$ cat config.mk
export PLATFORM = sky130hd
export DESIGN_NAME = mem_stage_lsu
export DESIGN_NICKNAME = d
export VERILOG_FILES = /design/src/rtl/riscv_mem_pkg.sv /design/src/rtl/lsu_load_align.sv /design/src/rtl/mem_stage_lsu.sv
export SDC_FILE = /design/constraint.sdc
export NUM_CORES = 1
export LEC_CHECK = 0
export BUFFER_PORTS_ARGS = -buffer_cell sky130_fd_sc_hd__buf_4
export CORE_MARGIN = 10
export CORE_UTILIZATION = 40
export CTS_BUF_LIST = sky130_fd_sc_hd__clkbuf_4 sky130_fd_sc_hd__clkbuf_8
export CTS_CLUSTER_DIAMETER = 30
export DETAILED_ROUTE_END_ITERATION = 16
export GPL_ROUTABILITY_DRIVEN = 1
export PLACE_DENSITY = 0.79
export SLEW_MARGIN = 40
export SYNTH_ARGS = -nofsm -noshare
export SYNTH_HDL_FRONTEND = slang
export SYNTH_SLANG_ARGS = --single-unit
$ cat constraint.sdc
create_clock -name clk_i -period 3.2 [get_ports clk_i]
set_clock_uncertainty 0.1 [all_clocks]
set_input_delay 0.64 -clock clk_i [delete_from_list [all_inputs] [get_ports clk_i]]
set_output_delay 0.64 -clock clk_i [all_outputs]
set_load 0.005 [all_outputs]
$ cat src/rtl/riscv_mem_pkg.sv
// Shared memory-op definitions: RV32I load/store funct3 encodings and LSU state type.
// Decode also uses this package.
package riscv_mem_pkg;

  localparam logic [2:0] F3_LB  = 3'b000;
  localparam logic [2:0] F3_LH  = 3'b001;
  localparam logic [2:0] F3_LW  = 3'b010;
  localparam logic [2:0] F3_LBU = 3'b100;
  localparam logic [2:0] F3_LHU = 3'b101;
  localparam logic [2:0] F3_SB  = 3'b000;
  localparam logic [2:0] F3_SH  = 3'b001;
  localparam logic [2:0] F3_SW  = 3'b010;

  typedef enum logic [1:0] {
    IDLE = 2'd0,
    REQ  = 2'd1,
    DONE = 2'd2
  } lsu_state_e;

  // Stores have no unsigned variants, so they accept a narrower funct3 set.
  function automatic logic f3_legal(input logic is_store, input logic [2:0] f3);
    logic ok;
    if (is_store) ok = (f3 == F3_SB) || (f3 == F3_SH) || (f3 == F3_SW);
    else          ok = (f3 == F3_LB) || (f3 == F3_LH) || (f3 == F3_LW) ||
                       (f3 == F3_LBU) || (f3 == F3_LHU);
    return ok;
  endfunction

endpackage

$ cat src/rtl/lsu_load_align.sv
// Load data formatter: selects the addressed byte/halfword from the memory word
// and sign- or zero-extends it to XLEN.
module lsu_load_align
  import riscv_mem_pkg::*;
#(
  parameter int XLEN = 32
) (
  input  logic [XLEN-1:0] rdata_i,
  input  logic [1:0]      off_i,
  input  logic [2:0]      funct3_i,
  output logic [XLEN-1:0] result_o
);

  logic [XLEN-1:0] shifted;

  assign shifted = rdata_i >> {off_i, 3'b000};

  always_comb begin
    result_o = rdata_i;
    case (funct3_i)
      F3_LB:   result_o = {{(XLEN-8){shifted[7]}},   shifted[7:0]};
      F3_LH:   result_o = {{(XLEN-16){shifted[15]}}, shifted[15:0]};
      F3_LW:   result_o = rdata_i;
      F3_LBU:  result_o = {{(XLEN-8){1'b0}},  shifted[7:0]};
      F3_LHU:  result_o = {{(XLEN-16){1'b0}}, shifted[15:0]};
      default: result_o = rdata_i;
    endcase
  end

endmodule

$ cat src/rtl/mem_stage_lsu.sv
// MEM-stage load/store unit: runs one req/ack data-memory transaction per
// EX/MEM memory op, stalls the pipeline meanwhile and formats load data for MEM/WB.
//
// state | meaning
// IDLE  | waiting for a valid, non-faulting memory op; accept cycle stalls combinationally
// REQ   | request held on dmem port with latched we/addr/be/wdata until ack
// DONE  | one cycle, stall released so the pipeline advances past the completed op
module mem_stage_lsu
  import riscv_mem_pkg::*;
#(
  parameter int XLEN   = 32,
  parameter int ADDR_W = 32
) (
  input  logic              clk_i,
  input  logic              rst_i,
  input  logic              valid_i,
  input  logic              mem_rd_i,
  input  logic              mem_wr_i,
  input  logic [2:0]        funct3_i,
  input  logic [ADDR_W-1:0] addr_i,
  input  logic [XLEN-1:0]   st_dai,
  output logic              stall_o,
  output logic [XLEN-1:0]   ld_dao,
  output logic              fault_o,
  output logic              dmem_req_o,
  output logic              dmem_we_o,
  output logic [ADDR_W-1:0] dmem_addr_o,
  output logic [3:0]        dmem_be_o,
  output logic [XLEN-1:0]   dmem_wdata_o,
  input  logic              dmem_ack_i,
  input  logic [XLEN-1:0]   dmem_rdata_i
);

  lsu_state_e        state_q;
  logic              req_q;
  logic              we_q;
  logic [ADDR_W-1:0] addr_q;
  logic [3:0]        be_q;
  logic [XLEN-1:0]   wdata_q;
  logic [2:0]        f3_q;
  logic [1:0]        off_q;
  logic [XLEN-1:0]   ld_q;

  logic              mem_op;
  logic              illegal;
  logic              misalign;
  logic              fault_c;
  logic              in_idle;
  logic              start;
  logic [3:0]        be_c;
  logic [XLEN-1:0]   wdata_c;
  logic [XLEN-1:0]   ld_fmt;

  assign mem_op   = valid_i & (mem_rd_i | mem_wr_i);
  // A op with both rd and wr set is a store, so store legality applies.
  assign illegal  = ~f3_legal(mem_wr_i, funct3_i);
  assign misalign = ((funct3_i[1:0] == 2'b01) & addr_i[0]) |
                    ((funct3_i[1:0] == 2'b10) & (addr_i[1:0] != 2'b00));
  assign fault_c  = illegal | misalign;
  assign in_idle  = (state_q == IDLE);
  assign start    = in_idle & mem_op & ~fault_c;

  assign fault_o  = ~rst_i & in_idle & mem_op & fault_c;
  assign stall_o  = ~rst_i & (start | (state_q == REQ));

  always_comb begin
    be_c    = 4'b1111;
    wdata_c = st_dai;
    case (funct3_i[1:0])
      2'b00: begin
        be_c    = 4'b0001 << addr_i[1:0];
        wdata_c = {4{st_dai[7:0]}};
      end
      2'b01: begin
        be_c    = addr_i[1] ? 4'b1100 : 4'b0011;
        wdata_c = {2{st_dai[15:0]}};
      end
      default: begin
        be_c    = 4'b1111;
        wdata_c = st_dai;
      end
    endcase
  end

  // Formatting uses the offset/size latched at accept; rdata is only valid with ack.
  lsu_load_align #(.XLEN(XLEN)) u_load_align (
    .rdata_i  (dmem_rdata_i),
    .off_i    (off_q),
    .funct3_i (f3_q),
    .result_o (ld_fmt)
  );

  always_ff @(posedge clk_i) begin
    if (rst_i) begin
      state_q <= IDLE;
      req_q   <= 1'b0;
      we_q    <= 1'b0;
      addr_q  <= '0;
      be_q    <= 4'b0000;
      wdata_q <= '0;
      f3_q    <= 3'b000;
      off_q   <= 2'b00;
      ld_q    <= '0;
    end else begin
      case (state_q)
        IDLE: begin
          if (start) begin
            state_q <= REQ;
            req_q   <= 1'b1;
            we_q    <= mem_wr_i;
            addr_q  <= {addr_i[ADDR_W-1:2], 2'b00};
            be_q    <= be_c;
            wdata_q <= wdata_c;
            f3_q    <= funct3_i;
            off_q   <= addr_i[1:0];
          end
        end
        REQ: begin
          if (dmem_ack_i) begin
            state_q <= DONE;
            req_q   <= 1'b0;
            if (!we_q) ld_q <= ld_fmt;
          end
        end
        DONE: begin
          state_q <= IDLE;
        end
        default: begin
          state_q <= IDLE;
          req_q   <= 1'b0;
        end
      endcase
    end
  end

  assign ld_dao       = ld_q;
  assign dmem_req_o   = req_q;
  assign dmem_we_o    = we_q;
  assign dmem_addr_o  = addr_q;
  assign dmem_be_o    = be_q;
  assign dmem_wdata_o = wdata_q;

endmodule

==> impl_metrics.csv, run 1 <==
group,metric,value,unit
status,status,"finished, final reports clean",
clock_network,clock_latency,0.37,ns
routing,drt_iter0_drc,303,
clock_network,htree_num_levels,3,
floorplan,boundaryPins,209,
synthesis,synthSimpleGateAreaFrac,21.4,%
global_routing,grt_usage,18.3,%
worst_setup_path,worst_setup_path_start_kind,"input port",
routing,via_count,4882,
worst_setup_path,worstPathArrival,1.80,ns
sta,fmax,393,MHz
worst_setup_path,path_class,"in2out",
finish,stdcell_count,908,
placed_design,port_buffers,206,
floorplan,initial_utilization,41.4,%
clock_network,ctsHoldBuffers,0,
floorplan,die_area,16700,sq um
synthesis,synthFlopType,"dfxtp_1",
synthesis,ys_warn_count,0,
placed_design,place.detailed.hpwl,12.2,mm
routing,finalWirelength,16.2,mm
routing,vias_per_cell,5.38,
synthesis,synth_compound_area_share,22.9,%
sta,hold_viol_final,0,
global_routing,overflow,0,
floorplan,die_y,129,um
synthesis,netlist_instances,587,
clock_network,clockBufferDepth,2,
pwr,peakVddDrop,0.000224,V
sta,holdWs,0.359,ns
synthesis,syn_area_per_cell,8.16,sq um
synthesis,synthArstFlopShare,0,%
synthesis,ys_ff_latch,107,
clock_network,cts-buffers-inserted,9,
synthesis,synthXorXnorAreaFrac,0,%
synthesis,yosysSeqAreaShare,44.7,%
sta,period_share,79.5,%
global_routing,grt_pass1_wl,24.9,mm
placed_design,dp.cells,895,
global_routing,grt_pass1_vias,4842,
clock_network,clk_pin_slew,0.09,ns
placed_design,place_congestion,0.882,
global_routing,antenna_found_initial,0,
clock_network,cts_tree,"done",
finish,syn_to_final_growth,36.3,%
synthesis,synth_top_area_share,44.7,%
clock_network,post_cts_buffers,0,
sta,setup_viol,0,
worst_setup_path,required,2.46,ns
synthesis,synth_top_family_by_area,"compound AO/OA/AOI/OAI gates",
worst_setup_path,end_kind,"output port",
sta,max-slew-margin-rel,48.3,%
synthesis,netlist_top_cells_count,"nand2_1 (122), dfxtp_1 (107), a21oi_1 (79), nor2_1 (59), clkbuf_1 (29)",
synthesis,synthAdderAreaFrac,0,%
floorplan,num_rows,39,
sta,rsz0062_at_grt,"no",
routing,ant_nets,0,
synthesis,synth_mux_area_share,5.54,%
clock_network,cts_resized,0,
sta,finalWorstPathRequiredPeriod,2.54,ns
synthesis,synthMostInstantiatedCell,"nand2_1",
finish,fin_nets,868,
routing,first_pass_iters,5,
sta,slew_viol_final,0,
sta,max_slew.worst_pin.slew,0.774,ns
pwr,power_density,403,nW/um^2
floorplan,fp.dieW,129,um
worst_setup_path,crit_fanout,23,
synthesis,yosysUniqueCellTypes,44,
clock_network,root_buffer,"clkbuf_8",
min_path,hp-class,"reg2reg",
synthesis,yosys.area.top_type,"dfxtp_1",
synthesis,netlist_area,4790,sq um
finish,n_antenna_cell,0,
clock_network,cts.sinks,107,
routing,drc,0,
pwr,leakagePower,2.66,nW
floorplan,core_region_area,11600,sq um
global_routing,grt_max_degree,63,
finish,layout-drive-gt1-share,32.3,%
flow_run,max_cap_violations,0,
synthesis,synth_edf_count,0,
synthesis,yosys-top-cells-area,"dfxtp_1 (45%), nand2_1 (9.6%), a21oi_1 (8.3%)",
routing,wl_per_cell,17.9,um
sta,finalSetupTns,0,ns
## flip-flops by register name, indices dropped and copies added, names as in the netlist
| signal | count |
|---|---|
| dmem_wdata_o | 32 |
| ld_dao | 32 |
| dmem_addr_o | 30 |
| dmem_be_o | 4 |
| f3_q | 3 |
| off_q | 2 |
| state_q | 2 |
| dmem_req_o | 1 |
| dmem_we_o | 1 |
## routing by layer
layer	vias to the layer above	routed length (um)	track usage (%)
met4	0	339	7.80
met3	23	1410	6.40
met2	197	8010	31.2
li1	2377	-	-
met5	-	0	0
met1	2285	6480	20.5
## critical path, cell delays in order
cell and delay, ns:
buf_4 0.20, nor4_2 0.50, o2111ai_4 0.15, a21oi_1 0.17, buf_4 0.14
## cell families (layout without fill, tap and decap cells)
kind of cell / Yosys count / count (layout)
mux: 26 / 26
simple gates: 231 / 231
buf+inv: 52 / 229
flops: 107 / 107
compound gates: 170 / 170
other cells: 1 / 2
## cell type report
cell class | count | area (sq um)
timing repair buffer | 214 | 1620
sequential | 107 | 2140
fill | 1056 | 5040
multi-input combinational | 429 | 2420
inverter | 2 | 7.51
tap | 143 | 179
clock buffer | 10 | 138
clock inverter | 3 | 17.5
## stage by stage
stage	utilization (%)	setup WS, ns	power, mW	area (sq um)
5_1_grt	56.4	0.572	2.75	6530
6_report	56.4	0.655	2.63	6530
3_5_place_dp	55.1	0.686	1.93	6370
3_3_place_gp	55.1	0.695	1.91	6370
4_1_cts	56.4	0.677	2.65	6530
2_1_floorplan	-	0.813	1.67	4790
## power by group
| group | total (mW) | switching [mW] | internal, mW |
|---|---|---|---|
| sequential | 1.43 | 0.0423 | 1.39 |
| clock | 0.735 | 0.446 | 0.290 |
| combinational | 0.469 | 0.233 | 0.235 |
## worst paths after layout
kind         cells after the start                        start                           to  slack [ns]
max                              5                  funct3_i[0]                      stall_o        0.66
min                              2  dmem_addr_o[8]$_SDFFE_PP0P_  dmem_addr_o[8]$_SDFFE_PP0P_        0.36
max reg2reg                      5        off_q[1]$_SDFFE_PP0P_      ld_dao[18]$_SDFFE_PP0P_        1.01
min reg2reg                      2  dmem_addr_o[8]$_SDFFE_PP0P_  dmem_addr_o[8]$_SDFFE_PP0P_        0.36
## placed cells by master, fill, tap and decap left out, types with 2 or more instances in the layout
cell type and n:
buf_4 213, nand2_1 122, dfxtp_1 106, a21oi_1 79, nor2_1 59, a211oi_1 26
o21ai_0 25, mux2i_1 24, nand2b_1 19, a311oi_1 10, clkbuf_8 10, o211ai_1 8
and2_1 7, nand3b_1 7, o32ai_1 7, a211oi_2 7, nor3_1 3, or3b_2 2
nor2b_1 2, nor3b_1 2, conb_1 2, clkinv_2 2
No activity file was read; power rests on OpenSTA's default activity.
==> run 2, diff against run 1 <==
ABC_AREA = 1   (was default)
PLACE_DENSITY = 0.81   (was 0.79)
clock period = 2.08 ns   (was 3.2 ns; I/O delays follow)
==> impl_metrics.csv, run 2 <==
group,metric,value,unit
status,status,"finished, final reports clean",
synthesis,synthArstFlopShare,0,%
clock_network,clk_pin_slew,0.10,ns
sta,setup_viol,0,
synthesis,syn_area_per_cell,6.84,sq um
clock_network,cts-buffers-inserted,9,
sta,max-slew-margin-rel,64.8,%
sta,period_share,92.9,%
global_routing,antenna_found_initial,0,
finish,layout_common_cells,"buf_4 (220), nand2_1 (154), nor2_1 (107), dfxtp_1 (107), o21ai_0 (101)",
sta,max_slew.worst_pin.slew,0.526,ns
pwr,leakagePower,3.34,nW
finish,stdcell_count,1084,
routing,ant_nets,0,
routing,via_count,5297,
clock_network,clock_latency,0.39,ns
synthesis,netlist_top_cells_count,"nand2_1 (154), dfxtp_1 (107), nor2_1 (107), o21ai_0 (101), a21oi_1 (65)",
sta,finalSetupTns,0,ns
finish,stdcell_area,6770,sq um
routing,vias_per_cell,4.89,
finish,fin_nets,1018,
synthesis,synthMostInstantiatedCell,"nand2_1",
synthesis,ys_ff_latch,107,
routing,finalWirelength,16.7,mm
synthesis,synth_top_family_by_area,"simple AND/OR/NAND/NOR gates",
worst_setup_path,crit_fanout,2,
global_routing,grt_usage,18.2,%
sta,finalWorstPathRequiredPeriod,1.93,ns
pwr,power_density,619,nW/um^2
synthesis,synthFlopType,"dfxtp_1",
finish,multi_input_area,2360,sq um
finish,syn_to_final_growth,36.1,%
routing,wl_per_cell,15.4,um
synthesis,netlist_instances,728,
floorplan,die_area,17300,sq um
synthesis,synthSimpleGateAreaFrac,28.2,%
clock_network,ctsHoldBuffers,0,
pwr,totalPowerFinal,4.19,mW
synthesis,yosysSeqAreaShare,43.0,%
worst_setup_path,path_class,"reg2out",
global_routing,grt_pass1_wl,26.0,mm
flow_run,max_cap_violations,0,
sta,holdWs,0.167,ns
routing,drc,0,
floorplan,fp.dieW,132,um
worst_setup_path,cp_slowest_cell,"dfxtp_1",
synthesis,ys_warn_count,0,
worst_setup_path,cp_cell_sequence,"nor2_1 -> nand2_1 -> nor3_1 -> buf_4",
worst_setup_path,worstPathArrival,1.42,ns
global_routing,overflow,0,
sta,slew_viol_final,0,
worst_setup_path,end_kind,"output port",
clock_network,cts_tree,"done",
global_routing,grt_max_degree,52,
worst_setup_path,r2r_cells,7,
clock_network,htree_num_levels,3,
global_routing,grt_pass1_vias,4981,
worst_setup_path,slowest_delay,0.33,ns
synthesis,synth_top_area_share,43.0,%
pwr,peakVddDrop,0.000440,V
sta,rsz0062_at_grt,"no",
synthesis,synthXorXnorAreaFrac,0,%
worst_setup_path,worst_setup_path_start_kind,"register",
floorplan,boundaryPins,209,
routing,first_pass_iters,5,
finish,final_common_cell,"buf_4",
finish,regArea,2140,sq um
routing,drt_iter0_drc,432,
finish,fillers,1237,
placed_design,place_congestion,0.899,
clock_network,cts.sinks,107,
placed_design,dp.cells,1070,
clock_network,root_buffer,"clkbuf_8",
synthesis,synth_compound_area_share,18.8,%
sta,worst_slack,0.148,ns
finish,final_util,55.9,%
floorplan,die_y,132,um
worst_setup_path,required,1.56,ns
synthesis,synthAdderAreaFrac,0,%
synthesis,yosys-top-cells-area,"dfxtp_1 (43%), nand2_1 (12%), o21ai_0 (10%)",
sta,fmax,518,MHz
synthesis,synth_edf_count,0,
placed_design,port_buffers,206,
finish,n_antenna_cell,0,
min_path,hp-class,"in2reg",
min_path,whs_path_depth,2,
placed_design,place_area,6610,sq um
finish,layout-drive-gt1-share,27.8,%
clock_network,clockBufferDepth,2,
synthesis,synth_mux_area_share,0,%
synthesis,yosysUniqueCellTypes,27,
floorplan,initial_utilization,41.1,%
synthesis,yosys.area.top_type,"dfxtp_1",
floorplan,num_rows,40,
synthesis,netlist_area,4980,sq um
sta,hold_viol_final,0,
placed_design,place.detailed.hpwl,12.7,mm
placed_design,dp_slack,0.188,ns
floorplan,core_region_area,12100,sq um
## run 2: cell count changes after synthesis, sizes merged, moves of 10 or more
cell    previous run  this run
a21oi             79        66
mux2i             25         0
nand2b            19         0
a211oi            33         2
o21ai             26       104
nand2            122       154
nand3              1        61
inv                1        55
a311oi            10         0
nor2              59       109
## run 2: layer usage
| layer | vias to the layer above | part of all wire, % | global-route usage (%) |
|---|---|---|---|
| li1 | 2708 | - | - |
| met1 | 2366 | 43 | 21.6 |
| met2 | 205 | 47 | 29.8 |
| met3 | 18 | 9.4 | 7.39 |
| met4 | 0 | 1.3 | 4.64 |
| met5 | - | 0 | 0 |
## run 2: final cells by class
type	count	area share, %
tap	168	3.10
timing repair buffer	222	25.0
clock inverter	4	0.425
clock buffer	10	1.94
multi-input combinational	518	34.9
inverter	55	3.08
sequential	107	31.6
## run 2: final timing paths
check / start / endpoint / slack [ns]
setup / recovery: state_q[1]$_SDFFE_PP0P_ / fault_o / 0.15
hold / removal: rst_i / dmem_wdata_o[27]$_SDFFE_PP0P_ / 0.17
setup reg to reg: off_q[0]$_SDFFE_PP0P_ / ld_dao[19]$_SDFFE_PP0P_ / 0.27
hold reg to reg: dmem_wdata_o[18]$_SDFFE_PP0P_ / dmem_wdata_o[18]$_SDFFE_PP0P_ / 0.37
## run 2: kinds of logic (layout without fill, tap and decap cells)
group / Yosys count / in the layout
DFF: 107 / 107
AOI/OAI and AO/OA: 181 / 181
buffers and inverters: 104 / 291
and+or+nand+nor: 335 / 335
other: 1 / 2
## run 2: report_power, final
| part | switching [mW] | internal [mW] |
|---|---|---|
| sequential | 0.0558 | 2.15 |
| clock | 0.724 | 0.439 |
| combinational | 0.430 | 0.399 |
## run 2: critical path, delay by kind of cell (launching register included)
family	cells	cell delay (ns)
buffers and inverters	1	0.14
and+or+nand+nor	3	0.56
DFF	1	0.33
## run 2: timing repair
action                     in CTS  in global routing
setup buffers                   0                  0
gates resized for setup         0                  1
setup endpoints to repair       0                  1
==> run 3, diff against run 2 <==
ABC_AREA = default   (was 1)
PLACE_DENSITY = 0.76   (was 0.81)
SLEW_MARGIN = default   (was 40)
==> impl_metrics.csv, run 3 (same netlist as run 1, synthesis figures left out) <==
group,metric,value,unit
worst_setup_path,r2r_cells,5,
sta,worst_slack,0.118,ns
sta,setup_viol,0,
routing,ant_nets,0,
clock_network,clockBufferDepth,2,
worst_setup_path,worstPathArrival,1.45,ns
finish,final_common_cell,"buf_4",
sta,finalWorstPathRequiredPeriod,1.96,ns
floorplan,die_area,16700,sq um
global_routing,overflow,0,
sta,fmax,510,MHz
routing,wl_per_cell,17.9,um
worst_setup_path,path_class,"in2out",
clock_network,clk_pin_slew,0.10,ns
global_routing,grt_pass1_wl,25.8,mm
worst_setup_path,end_kind,"output port",
routing,vias_per_cell,5.34,
finish,regArea,2140,sq um
flow_run,max_cap_violations,0,
routing,via_count,4935,
finish,multi_input_area,2450,sq um
worst_setup_path,crit_fanout,6,
clock_network,cts.sinks,107,
clock_network,clock_latency,0.37,ns
finish,stdcell_count,924,
worst_setup_path,r2r_end,"ld_dao[5]$_SDFFE_PP0P_",
worst_setup_path,r2r_start,"off_q[1]$_SDFFE_PP0P_",
finish,final_util,58.2,%
min_path,holdPathEnd,"dmem_addr_o[9]$_SDFFE_PP0P_",
finish,layout_common_cells,"buf_4 (225), nand2_1 (122), dfxtp_1 (107)",
finish,n_antenna_cell,0,
routing,drc,0,
floorplan,num_rows,39,
global_routing,antenna_found_initial,0,
global_routing,grt_usage,19.0,%
placed_design,dp_slack,-0.0331,ns
min_path,hp-class,"in2reg",
clock_network,root_buffer,"clkbuf_8",
global_routing,grt_max_degree,64,
floorplan,boundaryPins,209,
min_path,hold_start,"addr_i[9]",
floorplan,initial_utilization,41.4,%
floorplan,fp.dieW,129,um
floorplan,core_region_area,11600,sq um
pwr,totalPowerFinal,4.34,mW
sta,rsz0062_at_grt,"no",
finish,layout-drive-gt1-share,33.8,%
placed_design,place_congestion,0.830,
sta,hold_viol_final,0,
worst_setup_path,required,1.56,ns
clock_network,cts-buffers-inserted,9,
placed_design,place.detailed.hpwl,12.6,mm
routing,first_pass_iters,6,
routing,drt_iter0_drc,337,
clock_network,htree_num_levels,3,
pwr,peakVddDrop,0.000424,V
pwr,power_density,646,nW/um^2
worst_setup_path,r2r_slack,0.21,ns
clock_network,ctsHoldBuffers,0,
finish,syn_to_final_growth,40.6,%
global_routing,grt_pass1_vias,5035,
finish,fin_nets,881,
finish,fillers,1038,
status,status,"finished, final reports clean",
routing,finalWirelength,16.5,mm
sta,slew_viol_final,0,
clock_network,post_cts_buffers,0,
placed_design,dp.cells,908,
placed_design,port_buffers,206,
sta,max_slew.worst_pin.slew,0.705,ns
sta,finalSetupTns,0,ns
sta,period_share,94.3,%
sta,max-slew-margin-rel,53.0,%
floorplan,die_y,129,um
min_path,whs_path_depth,3,
pwr,leakagePower,2.78,nW
worst_setup_path,worst_setup_path_start_kind,"input port",
clock_network,cts_tree,"done",
[run 3: cell types whose count changed in the layout (fill, tap and decap cells not counted), moves of 24 or more]
cell / delta
nor2_1: -49
a211oi_1: +24
o21ai_0: -76
nand3_1: -54
inv_1: -52
mux2i_1: +24
nand2_1: -32
[run 3: repair_timing]
item                                   in CTS  in global routing
gates resized for setup                     1                  3
endpoints found under the hold margin       0                  0
setup endpoints to repair                   2                  2
[run 3: stage by stage]
step	instance area [sq um]	hold WS, ns
6_report	6730	0.178
5_1_grt	6730	0.163
4_1_cts	6710	0.164
3_5_place_dp	6490	0.347
3_3_place_gp	6490	0.343
2_1_floorplan	4790	0.348
[run 3: per-layer routing]
metal	share of wire [%]	track usage (%)	routed length (um)	up-vias
met5	0	0	0	-
met4	2.2	8.07	365	0
met3	9.3	6.61	1530	24
met2	48	31.8	8010	188
met1	40	21.7	6630	2314
li1	-	-	-	2409
[run 3: worst max-delay path by stage]
stage / startpoint / to / slack [ns] / depth (start not counted)
after global routing: funct3_i[0] / stall_o / 0.03 / 5
after CTS: funct3_i[0] / stall_o / 0.06 / 5
after global placement: funct3_i[0] / dmem_be_o[3]$_SDFFE_PP0P_ / 0.06 / 6
after detailed placement: funct3_i[0] / dmem_be_o[1]$_SDFFE_PP0P_ / -0.03 / 6
after floorplan: addr_i[0] / stall_o / 0.14 / 4
final: addr_i[0] / stall_o / 0.12 / 6
[run 3: final cells by class]
cell class | instances | area share, %
clock buffer | 15 | 2.79
clock inverter | 1 | 0.446
inverter | 2 | 0.112
multi-input combinational | 429 | 36.5
sequential | 107 | 31.8
tap | 143 | 2.66
timing repair buffer | 227 | 25.7
[run 3: worst max-delay path, cell delays in order]
cell	delay, ns
buf_4	0.14
nor4_2	0.26
buf_4	0.18
o2111ai_4	0.13
a21oi_1	0.17
buf_4	0.14
[run 3: power breakdown]
part           internal (mW)  total, mW  switching, mW
clock                  0.698       1.40          0.698
combinational          0.382      0.761          0.379
sequential              2.13       2.19         0.0545
